**config.mk**
```make
export PLATFORM = sky130hd
export DESIGN_NAME = mvu_fold_ctrl
export DESIGN_NICKNAME = d
export VERILOG_FILES = /design/src/rtl/mvu_fold_ctrl.sv
export SDC_FILE = /design/constraint.sdc
export NUM_CORES = 1
export LEC_CHECK = 0
export BUFFER_PORTS_ARGS = -buffer_cell sky130_fd_sc_hd__buf_2
export CAP_MARGIN = 30
export CORE_MARGIN = 1
export CORE_UTILIZATION = 48
export CTS_BUF_LIST = sky130_fd_sc_hd__clkbuf_8
export DETAILED_ROUTE_END_ITERATION = 6
export PLACE_DENSITY = 0.76
export SLEW_MARGIN = 30
export SYNTH_ARGS = -nofsm -noshare
export SYNTH_HDL_FRONTEND = slang
export SYNTH_SLANG_ARGS = --single-unit
```
**constraint.sdc**
```tcl
create_clock -name clk -period 1.41 [get_ports clk]
set_input_delay 0.2115 -clock clk [delete_from_list [all_inputs] [get_ports clk]]
set_output_delay 0.2115 -clock clk [all_outputs]
set_load 0.01 [all_outputs]
```
**src/rtl/mvu_fold_ctrl.sv**
```systemverilog
// mvu_fold_ctrl: fold sequencer for one MVU PE column. Takes SF input beats in the first
//   neuron fold and writes them into the input buffer. It then replays them for the
//   remaining NF-1 folds. It drives weight addresses and the pipeline-aligned accumulator
//   controls, and holds each finished row on out_v until downstream accepts it.
// Latency: a beat issued in cycle t reaches the accumulator input at t+PIPE.
//   A row's last beat gives out_v at t+PIPE+1.
// Backpressure: pe_en = ~(out_v & ~out_rdy). The counters, the tag pipe and the
//   datapath all freeze while an output is held. in_rdy follows pe_en in FIRST.
// Ports:
//   clk, rst                  - clock and synchronous active-high reset
//   in_v / in_rdy             - input activation beat handshake
//   out_rdy / out_v / out_nf  - result handshake and the result's neuron-fold index
//   pe_en                     - enable for all datapath pipeline registers and the accumulator
//   ib_wr_en / ib_wr_addr     - input-buffer write strobe and address
//   ib_rd_addr / ib_sel       - input-buffer read address; ib_sel=1 selects the live input
//   wmem_addr                 - weight-memory address of the issued beat
//   sf_clr / acc_en           - accumulator load-vs-add and beat-is-real, at the accumulator input
module mvu_fold_ctrl #(
  parameter int SF   = 4,
  parameter int NF   = 2,
  parameter int PIPE = 2,
  parameter int SF_T = (SF > 1) ? $clog2(SF) : 1,
  parameter int NF_T = (NF > 1) ? $clog2(NF) : 1,
  parameter int WA_T = (SF * NF > 1) ? $clog2(SF * NF) : 1
) (
  input  logic            clk,
  input  logic            rst,
  input  logic            in_v,
  output logic            in_rdy,
  input  logic            out_rdy,
  output logic            out_v,
  output logic [NF_T-1:0] out_nf,
  output logic            pe_en,
  output logic            ib_wr_en,
  output logic [SF_T-1:0] ib_wr_addr,
  output logic [SF_T-1:0] ib_rd_addr,
  output logic            ib_sel,
  output logic [WA_T-1:0] wmem_addr,
  output logic            sf_clr,
  output logic            acc_en
);

  typedef enum logic {
    ST_FIRST  = 1'b0,
    ST_REPLAY = 1'b1
  } state_t;

  typedef struct packed {
    logic            v;
    logic            first;
    logic            last;
    logic [NF_T-1:0] nf;
  } tag_t;

  localparam logic [SF_T-1:0] SF_MAX = SF_T'(SF - 1);
  localparam logic [NF_T-1:0] NF_MAX = NF_T'(NF - 1);
  localparam logic [WA_T-1:0] WA_MAX = WA_T'(SF * NF - 1);

  state_t          state_q, state_d;
  logic [SF_T-1:0] sf_q, sf_d;
  logic [NF_T-1:0] nf_q, nf_d;
  logic [WA_T-1:0] wa_q, wa_d;
  tag_t            tag_q [PIPE];
  tag_t            tag_d [PIPE];
  logic            out_v_q, out_v_d;
  logic [NF_T-1:0] out_nf_q, out_nf_d;

  logic issue;
  logic sf_last;
  logic in_first;
  tag_t tag_acc;  // tag currently at the accumulator input

  // Combinational issue and handshake outputs.
  always_comb begin
    tag_acc    = tag_q[PIPE-1];
    in_first   = (state_q == ST_FIRST);
    pe_en      = ~(out_v_q & ~out_rdy);
    sf_last    = (sf_q == SF_MAX);
    // FIRST waits on live data; REPLAY streams from the buffer with no gaps.
    issue      = pe_en & (in_first ? in_v : 1'b1);
    in_rdy     = in_first & pe_en;
    ib_sel     = in_first;
    ib_wr_en   = issue & in_first;
    ib_wr_addr = sf_q;
    ib_rd_addr = sf_q;
    wmem_addr  = wa_q;
    acc_en     = tag_acc.v & pe_en;
    sf_clr     = tag_acc.v & tag_acc.first;
    out_v      = out_v_q;
    out_nf     = out_nf_q;
  end

  // Next-state: counters, FSM, tag pipe, output register.
  always_comb begin
    state_d  = state_q;
    sf_d     = sf_q;
    nf_d     = nf_q;
    wa_d     = wa_q;
    out_v_d  = out_v_q;
    out_nf_d = out_nf_q;
    for (int i = 0; i < PIPE; i++) begin
      tag_d[i] = tag_q[i];
    end

    if (issue) begin
      sf_d = sf_last ? '0 : sf_q + SF_T'(1);
      wa_d = (wa_q == WA_MAX) ? '0 : wa_q + WA_T'(1);
      if (sf_last) begin
        nf_d = (nf_q == NF_MAX) ? '0 : nf_q + NF_T'(1);
        case (state_q)
          ST_FIRST:  if (NF > 1) state_d = ST_REPLAY;
          ST_REPLAY: if (nf_q == NF_MAX) state_d = ST_FIRST;
          default:   state_d = ST_FIRST;
        endcase
      end
    end

    // A stalled-out input in FIRST still shifts a v=0 bubble tag in.
    if (pe_en) begin
      tag_d[0].v     = issue;
      tag_d[0].first = (sf_q == '0);
      tag_d[0].last  = sf_last;
      tag_d[0].nf    = nf_q;
      for (int i = 1; i < PIPE; i++) begin
        tag_d[i] = tag_q[i-1];
      end
    end

    // A new result overrides the clear from a same-cycle handoff.
    if (out_v_q & out_rdy) begin
      out_v_d = 1'b0;
    end
    if (pe_en & tag_acc.v & tag_acc.last) begin
      out_v_d  = 1'b1;
      out_nf_d = tag_acc.nf;
    end
  end

  always_ff @(posedge clk) begin
    if (rst) begin
      state_q  <= ST_FIRST;
      sf_q     <= '0;
      nf_q     <= '0;
      wa_q     <= '0;
      out_v_q  <= 1'b0;
      out_nf_q <= '0;
      for (int i = 0; i < PIPE; i++) begin
        tag_q[i] <= '0;
      end
    end else begin
      state_q  <= state_d;
      sf_q     <= sf_d;
      nf_q     <= nf_d;
      wa_q     <= wa_d;
      out_v_q  <= out_v_d;
      out_nf_q <= out_nf_d;
      for (int i = 0; i < PIPE; i++) begin
        tag_q[i] <= tag_d[i];
      end
    end
  end

endmodule

```
# [Word-level counts from Yosys, hierarchy flattened]
# Memory sizes are Yosys's and may differ from the RTL's.
# Index checks and enable logic that the tools add are counted.
# W data, S select, Z words.
[totals] ff_bits=9 latchBits=0 ramBits=8 rom_bits=0 input_bits=4 out_inout_bits=15 word_cells=42 n_memories=1
[classes] addsub=3 mul=0 div_mod_pow=0 n_lt_le_gt_ge=0 n_eq_ne=2 shifts=0 mux=14 n_bitwise=13 reduce_logical=3
[mem_list] memory="tag_q" depth=2 word_bits=4 rd=2 rd_ports_with_merged_regs=0 write_ports=2 line="63" source="tag_t tag_q [PIPE];"
[op_table] cell="$and A1 B1 Y1" n=8
[op_table] cell="$mux W1" n=8
[op_table] cell="$mux W4" n=2
[op_table] cell="$mux W8" n=1
[op_table] cell="$add A3 B1 Y3 const B" n=1
[op_table] cell="$eq A3 B3 Y1 const B" n=1
[op_table] cell="$mux W3" n=1
[op_table] cell="$not A1 Y1" n=3
[op_table] cell="$add A2 B1 Y2 const B" n=1
[op_table] cell="$eq A2 B2 Y1 const B" n=1
[op_table] cell="$logic_not A2 Y1" n=1
[op_table] cell="$mux W2" n=1
[op_table] cell="$or A1 B1 Y1" n=2
[op_table] cell="$pmux W1 S2" n=1
[op_table] cell="$reduce_and A2 Y1" n=1
[op_table] cell="$reduce_bool A2 Y1" n=1
[op_table] cell="$add A1 B1 Y1 const B" n=1

# [Longest topological paths before layout]
# Gate-level depths: netlist of the first run.
[logic_depth] word_depth=6 ltp_mapped=6 mapped_depth_nobuf=4

# [Worst setup path after synthesis of the first run]
# OpenSTA, ideal clock, no wires.
[synth_path] kind="reg-to-reg" from="register wa_q[0], in the netlist wmem_addr[0]" to="register wa_q[0], in the netlist wmem_addr[0]" setup_time_ps=70 arrival_ps=1304 required_time_ps=1340 slack_ps=36 stages_incl_launch_ff=5 path_buffers=0 period_less_slack_ps=1374 path_cell_list="dfxtp_1 ha_1 ha_1 or4_1 a21oi_1"
[synth_between] elab_chain_len=2 elab_cells_between_ends=3 classes_between="1 x add/sub; 1 x eq/ne; 1 x mux"
[synth_lines] element="from (decl)" line="62" source="logic [WA_T-1:0] wa_q, wa_d;"
[synth_lines] element="from (signal assigned)" line="154" source="wa_q <= wa_d;"
[synth_lines] element="$add A3 B1 Y3 / $eq A3 B3 Y1 (equally long branches)" line="107" source="wa_d = (wa_q == WA_MAX) ? '0 : wa_q + WA_T'(1);"
[synth_lines] element="$mux W3 (*)" line="107"
# Mark *: on every way between the ends. The rest lies on a longest branch, timed or not.
# A chain may end at the register's enable or synchronous reset.

# [Worst setup path after layout of the first run]
[layout_path] from="register out_v_q, in the netlist out_v" to="output ib_wr_en"
[layout_between] elab_chain_len=4
[layout_lines] element="from (decl)" line="65" source="logic out_v_q, out_v_d;"
[layout_lines] element="from (signal assigned)" line="155" source="out_v_q <= out_v_d;"
[layout_lines] element="$and A1 B1 Y1" line="77" source="pe_en = ~(out_v_q & ~out_rdy);"
[layout_lines] element="$not A1 Y1" line="77"
[layout_lines] element="$and A1 B1 Y1" line="80" source="issue = pe_en & (in_first ? in_v : 1'b1);"
[layout_lines] element="$and A1 B1 Y1" line="83" source="ib_wr_en = issue & in_first;"
[layout_lines] element="to (decl)" line="34" source="output logic ib_wr_en,"
# No other way between the ends.

==> results of run 1 <==
==> layout by cell type (no fill, tap or decap), drive strengths merged <==
| cell type | instances |
|---|---|
| nand4 | 1 |
| and3 | 1 |
| buf | 23 |
| nor2b | 2 |
| o21ai | 6 |
| inv | 3 |
| dfxtp | 17 |
| nand3 | 4 |
| or2 | 1 |
| and2 | 2 |
| nor2 | 3 |
| clkinv | 2 |
| nand4b | 1 |
| clkbuf | 4 |
| ha | 4 |
| a21oi | 16 |
| or4 | 2 |
| a41o | 1 |
| mux2 | 1 |
| nand2 | 17 |
==> cells in the mapped netlist <==
cell type / count / area [um^2]
nand3_1: 4 / 20.0
a41o_1: 1 / 10.0
dfxtp_1: 17 / 340
and3_1: 1 / 6.26
clkbuf_1: 1 / 3.75
a21oi_1: 16 / 80.1
buf_6: 1 / 11.3
o21ai_0: 6 / 30.0
buf_2: 2 / 10.0
nand2_1: 17 / 63.8
ha_1: 4 / 50.1
inv_2: 1 / 3.75
inv_1: 3 / 11.3
and2_1: 2 / 12.5
nand4_1: 1 / 6.26
or4_1: 2 / 15.0
buf_1: 1 / 3.75
nor2b_4: 1 / 13.8
or2_2: 1 / 6.26
nor2_1: 3 / 11.3
buf_4: 2 / 15.0
nor2b_1: 1 / 6.26
mux2_2: 1 / 11.3
nand4b_1: 1 / 8.76
==> layout make-up <==
class,instances,area [um^2]
multi-input cells,62,389
clock inverters,1,5.00
repair buffers,24,133
clock buffers,3,41.3
fillers,119,432
well taps,15,18.8
inverters,4,20.0
flip-flops and latches,17,344
==> kinds of logic after synthesis <==
family                   synth area share
multiplexers                       0.0150
flip-flops                          0.453
AND/OR/NAND/NOR                     0.227
AO/OA/AOI/OAI                       0.160
adder cells (fa/ha/maj)            0.0667
buffers and inverters              0.0783
==> timing repair <==
item                                   CTS  global route
hold buffers                             0             0
setup buffers                            1             3
pin swaps                                1             2
setup endpoints to repair                3             3
endpoints found under the hold margin    0             0
resized for setup                        4             9
==> power groups by stage <==
stage	combinational [uW]	clock, uW	sequential, uW
after floorplan	57.7	0	528
after global placement	85.3	0	525
after detailed placement	86.5	0	526
after CTS	87.0	365	516
after global routing	105	383	521
final	94.5	355	519
==> registers in the layout (all words and copies together) (netlist names) <==
name / flops
ib_rd_addr: 2
nf_q: 1
out_nf: 1
out_v: 1
state_q: 1
tag_q: 8
wmem_addr: 3
==> worst min-delay path, delay by kind of cell <==
family	cells	cell delay [ns]
simple gates	1	0.08
buf+inv	1	0.12
compound gates	1	0.06
==> through the flow <==
| stage | instances | setup TNS (ns) | power [uW] | hold slack, ns | utilization |
|---|---|---|---|---|---|
| after detailed placement | 118 | -0.00108 | 612 | 0.448 | 0.601 |
| after CTS | 123 | 0 | 967 | 0.256 | 0.646 |
| after floorplan | 90 | 0 | 586 | 0.373 | - |
| after global placement | 118 | 0 | 610 | 0.439 | 0.601 |
| final | 126 | 0 | 968 | 0.265 | 0.688 |
| after global routing | 126 | -0.00169 | 1010 | 0.277 | 0.688 |
==> layer usage <==
| layer | vias up | track usage | share of wire |
|---|---|---|---|
| met1 | 319 | 0.218 | 0.46 |
| met4 | 0 | 0.0968 | 0.0081 |
| met3 | 2 | 0.0391 | 0.044 |
| met5 | - | 0 | 0 |
| met2 | 21 | 0.244 | 0.48 |
| li1 | 346 | - | - |
==> worst max-delay path by stage <==
stage,slack (ns),cells past startpoint,from,end
CTS,0.009,4,wmem_addr[0],wmem_addr[0]
global route,-0.002,4,out_v,ib_wr_en
detailed placement,-0.001,4,wmem_addr[0],wmem_addr[0]
finish,0.04,4,out_v,ib_wr_en
floorplan,0.04,4,wmem_addr[0],wmem_addr[0]
global placement,0.05,4,wmem_addr[0],wmem_addr[0]
==> impl_results.md, run 1 <==
- Min-delay src: in_v
- Boundary Pins: 19
- Internal power: 741 uW
- Clock Sink Count: 17
- Clock transition at the registers of the reported paths: 0.06 ns
- Comb power frac: 0.098
- Input/output buffers: 18
- Routed wire per std cell: 11.7 um
- Crit-path slowest cell: dfxtp_2
- Final Wtd Congestion: 0.734
- Skew-Pair Late Insertion Delay: 0.25 ns
- Clk network pwr share: 0.367
- Sw frac: 0.235
- R2R cell count: 4
- CTS tree: yes
- Initial antenna violation count: 0
- Post-layout instance area: 951 um^2
- Register bit total from synthesis: 17
- Starting DRT DRC Count: 12
- Worst hold endpoint: state_q
- First-pass GRT wire length: 2.21 mm
- Gate Count Post-Synth: 90
- CTS max path bufs: 2
- Estimated wirelength of the detail-placed design: 927 um
- Placed cell area: 831 um^2
- Highest Clock Rate: 729 MHz
- Worst Slack Setup Final: 0.0392 ns
- Initial cell density of the core: 0.543
- Crit share post-route: 0.972
- Vias in the first global route: 508
- H-tree depth: 1
- Chip width: 41.5 um
- Syn nets: 98
- Worst slew margin: 0.763
- Startpoint types: flop
- CP max FO: 6
- Core area: 1380 um^2
- Net switching power: 227 uW
- Final wirelength: 1.48 mm
- Hold path cells: 3
- Area Overhead vs Synth: 26.7%
- Fin Clk Skew: 0.000779 ns
- MaxCap Viol Count: 0
- Layout cell share with drive strength beyond 1: 0.360
- Reg2reg setup slack: 0.05 ns
- CP Buf/Inv Count: 2
- Overflow after GRT: 0
- WP data arrival: 1.16 ns
- R2R Path End: wmem_addr[0]
- Vias per std cell: 5.46
- Die footprint: 1730 um^2
- P_leak: 0.000405 uW
- Drt drc: 0
- Setup CP Type: flop to primary output
- Sequential share of power: 0.536
- Clock root buffer: clkbuf_8
- Maximum vdd ir drop: 0.000582 V
- Mapped cell area: 751 um^2
- Worst Path Required: 1.20 ns
- Final worst path period need: 1.37 ns
- Hold crit path type: primary input to flop
- Number of library cell types mapped by synthesis: 24
- Die Y: 41.5 um
- Vias: 688
- Syn_area_per_cell: 8.34 um^2
- DP Worst Slack: -0.00108 ns
- Nets@finish: 120
- Post-synthesis sequential area ratio: 0.453
- Largest net degree at the start of global routing: 19
- Num CTS Buffers: 3
- Pwr/cell area: 1020 nW/um^2
- Total global-route track usage: 0.165
- Drt pass-1 iters: 4
- Critical path capture point type: primary output
- Outcome: complete, no violations
- Fin. Hold Viols: 0
- RR Startpoint: wmem_addr[0]
- Worst path top cell family by delay: simple AND/OR/NAND/NOR gates
- Slew @ Worst Pin: 0.354 ns
- Slew Limit Fails: 0
- CP max stage delay: 0.32 ns
- Row cnt: 13
- Crit path cell chain: nor2b_4 -> clkinv_4 -> and3_4 -> buf_2
- Antenna viol nets, final: 0
- # diodes: 0
- Final Setup Violations: 0
- YS warnings: 0
(Power assumes the default switching activity.)
==> run 2, diff against run 1 <==
--- a/config.mk
+++ b/config.mk
@@ -5,6 +5,7 @@
 export SDC_FILE = /design/constraint.sdc
 export NUM_CORES = 1
 export LEC_CHECK = 0
+export ABC_AREA = 1
 export BUFFER_PORTS_ARGS = -buffer_cell sky130_fd_sc_hd__buf_2
 export CAP_MARGIN = 30
 export CORE_MARGIN = 1
==> impl_results.md, run 2 <==
- Pwr/cell area: 1090 nW/um^2 (+7.1%)
- Post-synthesis mux area share: 0 (-0.0150)
- Maximum vdd ir drop: 0.000713 V (+23%)
- Most frequent cells in the layout: nor2_1 (27), buf_2 (18), dfxtp_1 (16)
- R2R Path End: wmem_addr[2]
- Final worst path period need: 1.29 ns (-0.0824 ns)
- First-pass GRT wire length: 2.28 mm (+2.8%)
- RR Startpoint: wmem_addr[0]
- Overflow after GRT: 0 (unchanged)
- Num CTS Buffers: 3 (unchanged)
- YS warnings: 0 (unchanged)
- Crit path cell chain: nand2_4 -> inv_2 -> nor2_1 -> buf_2
- P_leak: 0.000482 uW (+19%)
- Die footprint: 1780 um^2 (+3.2%)
- Post-layout instance area: 926 um^2 (-2.6%)
- Syn nets: 109 (+11%)
- Boundary Pins: 19 (unchanged)
- Startpoint types: flop
- Max reg flops: 8 (unchanged)
- Hold crit path type: primary input to flop
- Main synth FF type: dfxtp_1
- Setup TNS: 0 ns (unchanged)
- WP data arrival: 1.08 ns (-0.08 ns)
- Synth Area in Compound Gates: 0.103 (-0.0568)
- Fin Clk Skew: 0.00242 ns (+0.00164 ns)
- Crit-path slowest cell: dfxtp_1
- Critical path capture point type: primary output
- Synth top area share: 0.439 (-0.0146)
- Drt pass-1 iters: 4 (unchanged)
- Clock root buffer: clkbuf_8
- Area share of and/or/nand/nor cells after synthesis: 0.271 (+0.0443)
- Layout Utilization: 0.615 (-0.0732)
- Placed cell area: 848 um^2 (+2.1%)
- Slew @ Worst Pin: 0.356 ns (+0.00251 ns)
- Initial antenna violation count: 0 (unchanged)
- Routed wire per std cell: 10.2 um (-13%)
- Number of library cell types mapped by synthesis: 15 (-38%)
- Chip width: 42.2 um (+1.6%)
- Setup CP Type: flop to primary output
- Slew Limit Fails: 0 (unchanged)
- Final wirelength: 1.42 mm (-4.3%)
- Total global-route track usage: 0.165 (+0.000474)
- Worst hold endpoint: state_q
- Area Overhead vs Synth: 19.4%
- Worst Path Required: 1.20 ns (about the same)
- # diodes: 0 (unchanged)
- Most common cell after layout, fill and taps aside: nor2_1
- Antenna viol nets, final: 0 (unchanged)
- Ranking of synthesized cells by area: dfxtp_1 (44%), nor2_1 (13%), o21ai_0 (7.1%)
- Outcome: complete, no violations
- Starting DRT DRC Count: 16 (+4)
- Syn_area_per_cell: 7.68 um^2 (-7.9%)
- CP max FO: 10 (+4)
- Crit share post-route: 0.914 (-0.0584)
- R2R cell count: 4 (unchanged)
- Mapped cell area: 776 um^2 (+3.3%)
- Nets@finish: 132 (+10%)
- Core area: 1510 um^2 (+9.0%)
- CTS tree: yes
- Post-synthesis sequential area ratio: 0.439 (-0.0146)
- Clock transition at the registers of the reported paths: 0.07 ns (about the same)
- Synth Area in XOR/XNOR: 0 (unchanged)
- Estimated wirelength of the detail-placed design: 960 um (+3.5%)
- Gate Count Post-Synth: 101 (+12%)
- Initial cell density of the core: 0.515 (-0.0280)
- Post-Synth Adder-Cell Area: 0.0645 (-0.00215)
- Layout cell share with drive strength beyond 1: 0.293 (-0.0677)
- Skew-Pair Late Insertion Delay: 0.25 ns (about the same)
- Vias: 661 (-3.9%)
- Main combinational cell family by area after synthesis: simple AND/OR/NAND/NOR gates
- CTS max path bufs: 2 (unchanged)
- Final Wtd Congestion: 0.751 (+2.2%)
- Largest net degree at the start of global routing: 15 (-4)
- Total chip power: 1010 uW (+4.3%)
- Number of synthesized flops with an enable pin: 0 (unchanged)
- Share of synthesized registers carrying an async set or reset: 0 (unchanged)
- Clock Sink Count: 17 (unchanged)
- Fin. Hold Viols: 0 (unchanged)
- CP max stage delay: 0.37 ns (+0.05 ns)
- Hold path cells: 2 (-1)
- MaxCap Viol Count: 0 (unchanged)
- Hold slack: 0.161 ns (-0.104 ns)
- Commonest cells post-synth: nor2_1 (27), dfxtp_1 (17), nand2_1 (11), o21ai_0 (11), inv_1 (10)
- Vias in the first global route: 538 (+5.9%)
- Min-delay src: rst
- Row cnt: 14 (+1)
- Worst slew margin: 0.762 (-0.00107)
- Reg2reg setup slack: 0.23 ns (+0.18 ns)
- CTS Hold Bufs: 0 (unchanged)
- Final Setup Violations: 0 (unchanged)
- Vias per std cell: 4.76 (-13%)
- Drt drc: 0 (unchanged)
- Count leader, synth: nor2_1
- Input/output buffers: 18 (unchanged)
- RSZ-0062 raised after global routing: no
- Reg with most FFs: tag_q
- H-tree depth: 1 (unchanged)
- Yosys top cell by area: dfxtp_1
- Register bit total from synthesis: 17 (unchanged)
- Highest Clock Rate: 776 MHz (+6.4%)
- Die Y: 42.2 um (+1.6%)
[run 2: cell types whose count changed after synthesis, moves of 4 or more]
cell     change
a21oi_1     -11
inv_1        +7
nand2_1      -6
nand2_4      +4
nor2_1      +24
o21ai_0      +5
[run 2: critical path: cells and delay by family (launching register included)]
kind | cells | cell delay [ns]
simple gates | 2 | 0.18
buf+inv | 2 | 0.29
flops | 1 | 0.37
[run 2: final cells by class]
type | count | area (um^2)
clock inverters | 1 | 5.00
inverters | 14 | 57.6
multi-input cells | 66 | 340
clock buffers | 3 | 41.3
well taps | 16 | 20.0
repair buffers | 22 | 120
fillers | 151 | 581
flip-flops and latches | 17 | 342
[run 2: power by group]
part / switching, uW / internal [uW] / leakage, uW
sequential: 20.9 / 506 / 0.000140
clock: 163 / 196 / 0.0000255
combinational: 73.2 / 51.0 / 0.000316
total: 257 / 752 / 0.000482
[run 2: routing by layer]
layer,share of wire,global-route usage,vias up
met5,0,0,-
met4,0,0.0563,0
met3,0.035,0.0388,0
met2,0.48,0.262,14
met1,0.48,0.221,292
li1,-,-,355
[run 2: logic make-up (layout without fill, tap and decap cells)]
group | after synthesis | count (layout)
adders and majority gates | 4 | 4
buffers and inverters | 18 | 40
AOI/OAI and AO/OA | 16 | 16
and+or+nand+nor | 46 | 46
DFF | 17 | 17
[run 2: worst max-delay path by stage]
stage            startpoint           end  cells past startpoint
2_1_floorplan  wmem_addr[0]  wmem_addr[2]                      4
6_report              out_v        in_rdy                      4
4_1_cts               out_v        in_rdy                      4
3_3_place_gp   wmem_addr[0]  wmem_addr[2]                      4
5_1_grt               out_v        in_rdy                      4
3_5_place_dp   wmem_addr[0]  wmem_addr[2]                      4
[run 2: metrics by stage]
stage	worst slack (ns)	cells
CTS	0.0589	135
detailed placement	0.228	131
global placement	0.334	131
global route	0.0584	139
finish	0.122	139
floorplan	0.308	101
[run 2: what timing repair did]
action,in CTS,in global routing
buffers inserted,0,4
setup endpoints to repair,0,2
gates resized for setup,0,1
==> run 3, diff against run 2 <==
--- a/config.mk
+++ b/config.mk
@@ -8,11 +8,13 @@
 export ABC_AREA = 1
 export BUFFER_PORTS_ARGS = -buffer_cell sky130_fd_sc_hd__buf_2
 export CAP_MARGIN = 30
+export CELL_PAD_IN_SITES_DETAIL_PLACEMENT = 1
+export CELL_PAD_IN_SITES_GLOBAL_PLACEMENT = 1
 export CORE_MARGIN = 1
-export CORE_UTILIZATION = 48
+export CORE_UTILIZATION = 35
 export CTS_BUF_LIST = sky130_fd_sc_hd__clkbuf_8
 export DETAILED_ROUTE_END_ITERATION = 6
-export PLACE_DENSITY = 0.76
+export PLACE_DENSITY_LB_ADDON = 0.1
 export SLEW_MARGIN = 30
 export SYNTH_ARGS = -nofsm -noshare
 export SYNTH_HDL_FRONTEND = slang
==> impl_results.md, run 3 (synthesis gave the netlist of run 2 again) <==
- Outcome: complete, no violations
- Final Wtd Congestion: 0.638 (-15%)
- Estimated wirelength of the detail-placed design: 1.23 mm (+28%)
- Reg2reg setup slack: 0.25 ns (+0.02 ns)
- RSZ-0062 raised after global routing: no
- Area of the multi-input gates: 349 um^2 (+2.6%)
- # Post-CTS Setup Buffers: 0 (unchanged)
- Final Setup Violations: 0 (unchanged)
- CP max FO: 14 (+4)
- Setup TNS: 0 ns (unchanged)
- GRT busiest layer: met2
- Hold path cells: 2 (unchanged)
- Row cnt: 16 (+2)
- R2R Path End: ib_rd_addr[0]
- Worst Path Required: 1.20 ns (about the same)
- Reg with most FFs: tag_q
- Hold crit path type: primary input to flop
- Critical path capture point type: primary output
- WP data arrival: 1.11 ns (+0.03 ns)
- Final worst path period need: 1.32 ns (+0.0349 ns)
- Layout cell share with drive strength beyond 1: 0.261 (-0.0322)
- Drt pass-1 iters: 4 (unchanged)
- Input/output buffers: 18 (unchanged)
- Max reg flops: 8 (unchanged)
- Pwr/cell area: 1090 nW/um^2 (+0.30%)
- Num CTS Buffers: 3 (unchanged)
- Crit-path slowest cell: dfxtp_1
- First-pass GRT wire length: 2.98 mm (+31%)
- CTS Hold Bufs: 0 (unchanged)
- Total global-route track usage: 0.162 (-0.00293)
- CP Buf/Inv Count: 2 (unchanged)
- Antenna viol nets, final: 0 (unchanged)
- Most frequent cells in the layout: nor2_1 (27), buf_2 (18), dfxtp_1 (16)
- # diodes: 0 (unchanged)
- Clock transition at the registers of the reported paths: 0.07 ns (about the same)
- Core area: 2020 um^2 (+34%)
- Highest Clock Rate: 756 MHz (-2.6%)
- Worst hold endpoint: state_q
- Worst slew margin: 0.744 (-0.0182)
- Die footprint: 2410 um^2 (+35%)
- Initial antenna violation count: 0 (unchanged)
- Worst path top cell family by delay: flip-flops
- Startpoint types: flop
- CTS max path bufs: 2 (unchanged)
- CTS resizes: 0 (unchanged)
- Hold slack: 0.172 ns (+0.0109 ns)
- Met2 Track Usage GR: 0.311 (+0.0490)
- Clock root buffer: clkbuf_8
- Grt met3 use: 0.0374 (-0.00141)
- Vias: 660 (-0.15%)
- Setup CP Type: flop to primary output
- Largest net degree at the start of global routing: 15 (unchanged)
- Chip width: 49.1 um (+16%)
- Placed insts: 142 (+8.4%)
- Vias in the first global route: 687 (+28%)
- Fin. Hold Viols: 0 (unchanged)
- Skew-Pair Late Insertion Delay: 0.25 ns (about the same)
- Layout fillers: 270 (+79%)
- Most common cell after layout, fill and taps aside: nor2_1
- Nets@finish: 128 (-3.0%)
- Die Y: 49.1 um (+16%)
- Boundary Pins: 19 (unchanged)
- RR Startpoint: ib_rd_addr[0]
- Crit path cell chain: nand2_4 -> inv_4 -> nor2_1 -> buf_2
- CP max stage delay: 0.37 ns (about the same)
- Area Overhead vs Synth: 18.5%
- Met1 GRT Util: 0.169 (-0.0527)
- Placed cell area: 862 um^2 (+1.6%)
- Initial cell density of the core: 0.384 (-0.131)
- Drt drc: 0 (unchanged)
- P_leak: 0.000468 uW (-2.8%)
- Fin cells: 146 (+5.0%)
- Layout Utilization: 0.455 (-0.160)
- Vias per std cell: 4.52 (-4.9%)
- Clock Sink Count: 17 (unchanged)
- MaxCap Viol Count: 0 (unchanged)
- Post-layout instance area: 920 um^2 (-0.68%)
- Register Area: 342 um^2 (unchanged)
- H-tree depth: 1 (unchanged)
- Slew @ Worst Pin: 0.384 ns (+0.0273 ns)
- Final wirelength: 1.67 mm (+18%)
- Slew Limit Fails: 0 (unchanged)
- Min-delay src: rst
- Maximum vdd ir drop: 0.000534 V (-25%)
- Overflow after GRT: 0 (unchanged)
- Critical Path Source: out_v
- Routed wire per std cell: 11.4 um (+12%)
- CTS tree: yes
- Fin Clk Skew: 0.00509 ns (+0.00267 ns)
- Starting DRT DRC Count: 3 (-13)
- R2R cell count: 4 (unchanged)
- Crit share post-route: 0.939 (+0.0248)
[run 3: final cells by class]
type | count | share of cell area
multi-input combinational | 66 | 0.380
sequential | 17 | 0.371
timing repair buffer | 18 | 0.0980
inverter | 14 | 0.0653
clock buffer | 3 | 0.0449
tap | 27 | 0.0367
clock inverter | 1 | 0.00408
[run 3: power by group]
part | leakage, uW | internal (uW) | switching, uW
combinational | 0.000301 | 52.3 | 76.4
sequential | 0.000140 | 506 | 20.4
clock | 0.0000269 | 193 | 158
total | 0.000468 | 751 | 255
[run 3: worst reg2reg max path, stage by stage, from the launching register on]
cell	delay, ns
dfxtp_1	0.41
ha_1	0.30
nor2_1	0.06
o21ai_0	0.22
nor2_1	0.06
[run 3: per-stage QoR]
stage               power (uW)  worst slack (ns)
floorplan                  627             0.308
global placement           660             0.313
detailed placement         666             0.253
CTS                       1020            0.0271
global route              1070           0.00620
finish                    1010            0.0866
[run 3: layer usage]
metal | vias to the layer above | share of wire
met4 | 0 | 0.0066
met5 | - | 0
met2 | 9 | 0.51
li1 | 344 | -
met1 | 305 | 0.45
met3 | 2 | 0.031
[run 3: how the worst max path moves through the flow]
| stage | end | slack [ns] | cells past startpoint |
|---|---|---|---|
| 3_5_place_dp | wmem_addr[0] | 0.25 | 5 |
| 5_1_grt | ib_wr_en | 0.006 | 4 |
| 2_1_floorplan | wmem_addr[2] | 0.31 | 4 |
| 6_report | in_rdy | 0.09 | 4 |
| 4_1_cts | in_rdy | 0.03 | 4 |
| 3_3_place_gp | nf_q | 0.31 | 4 |
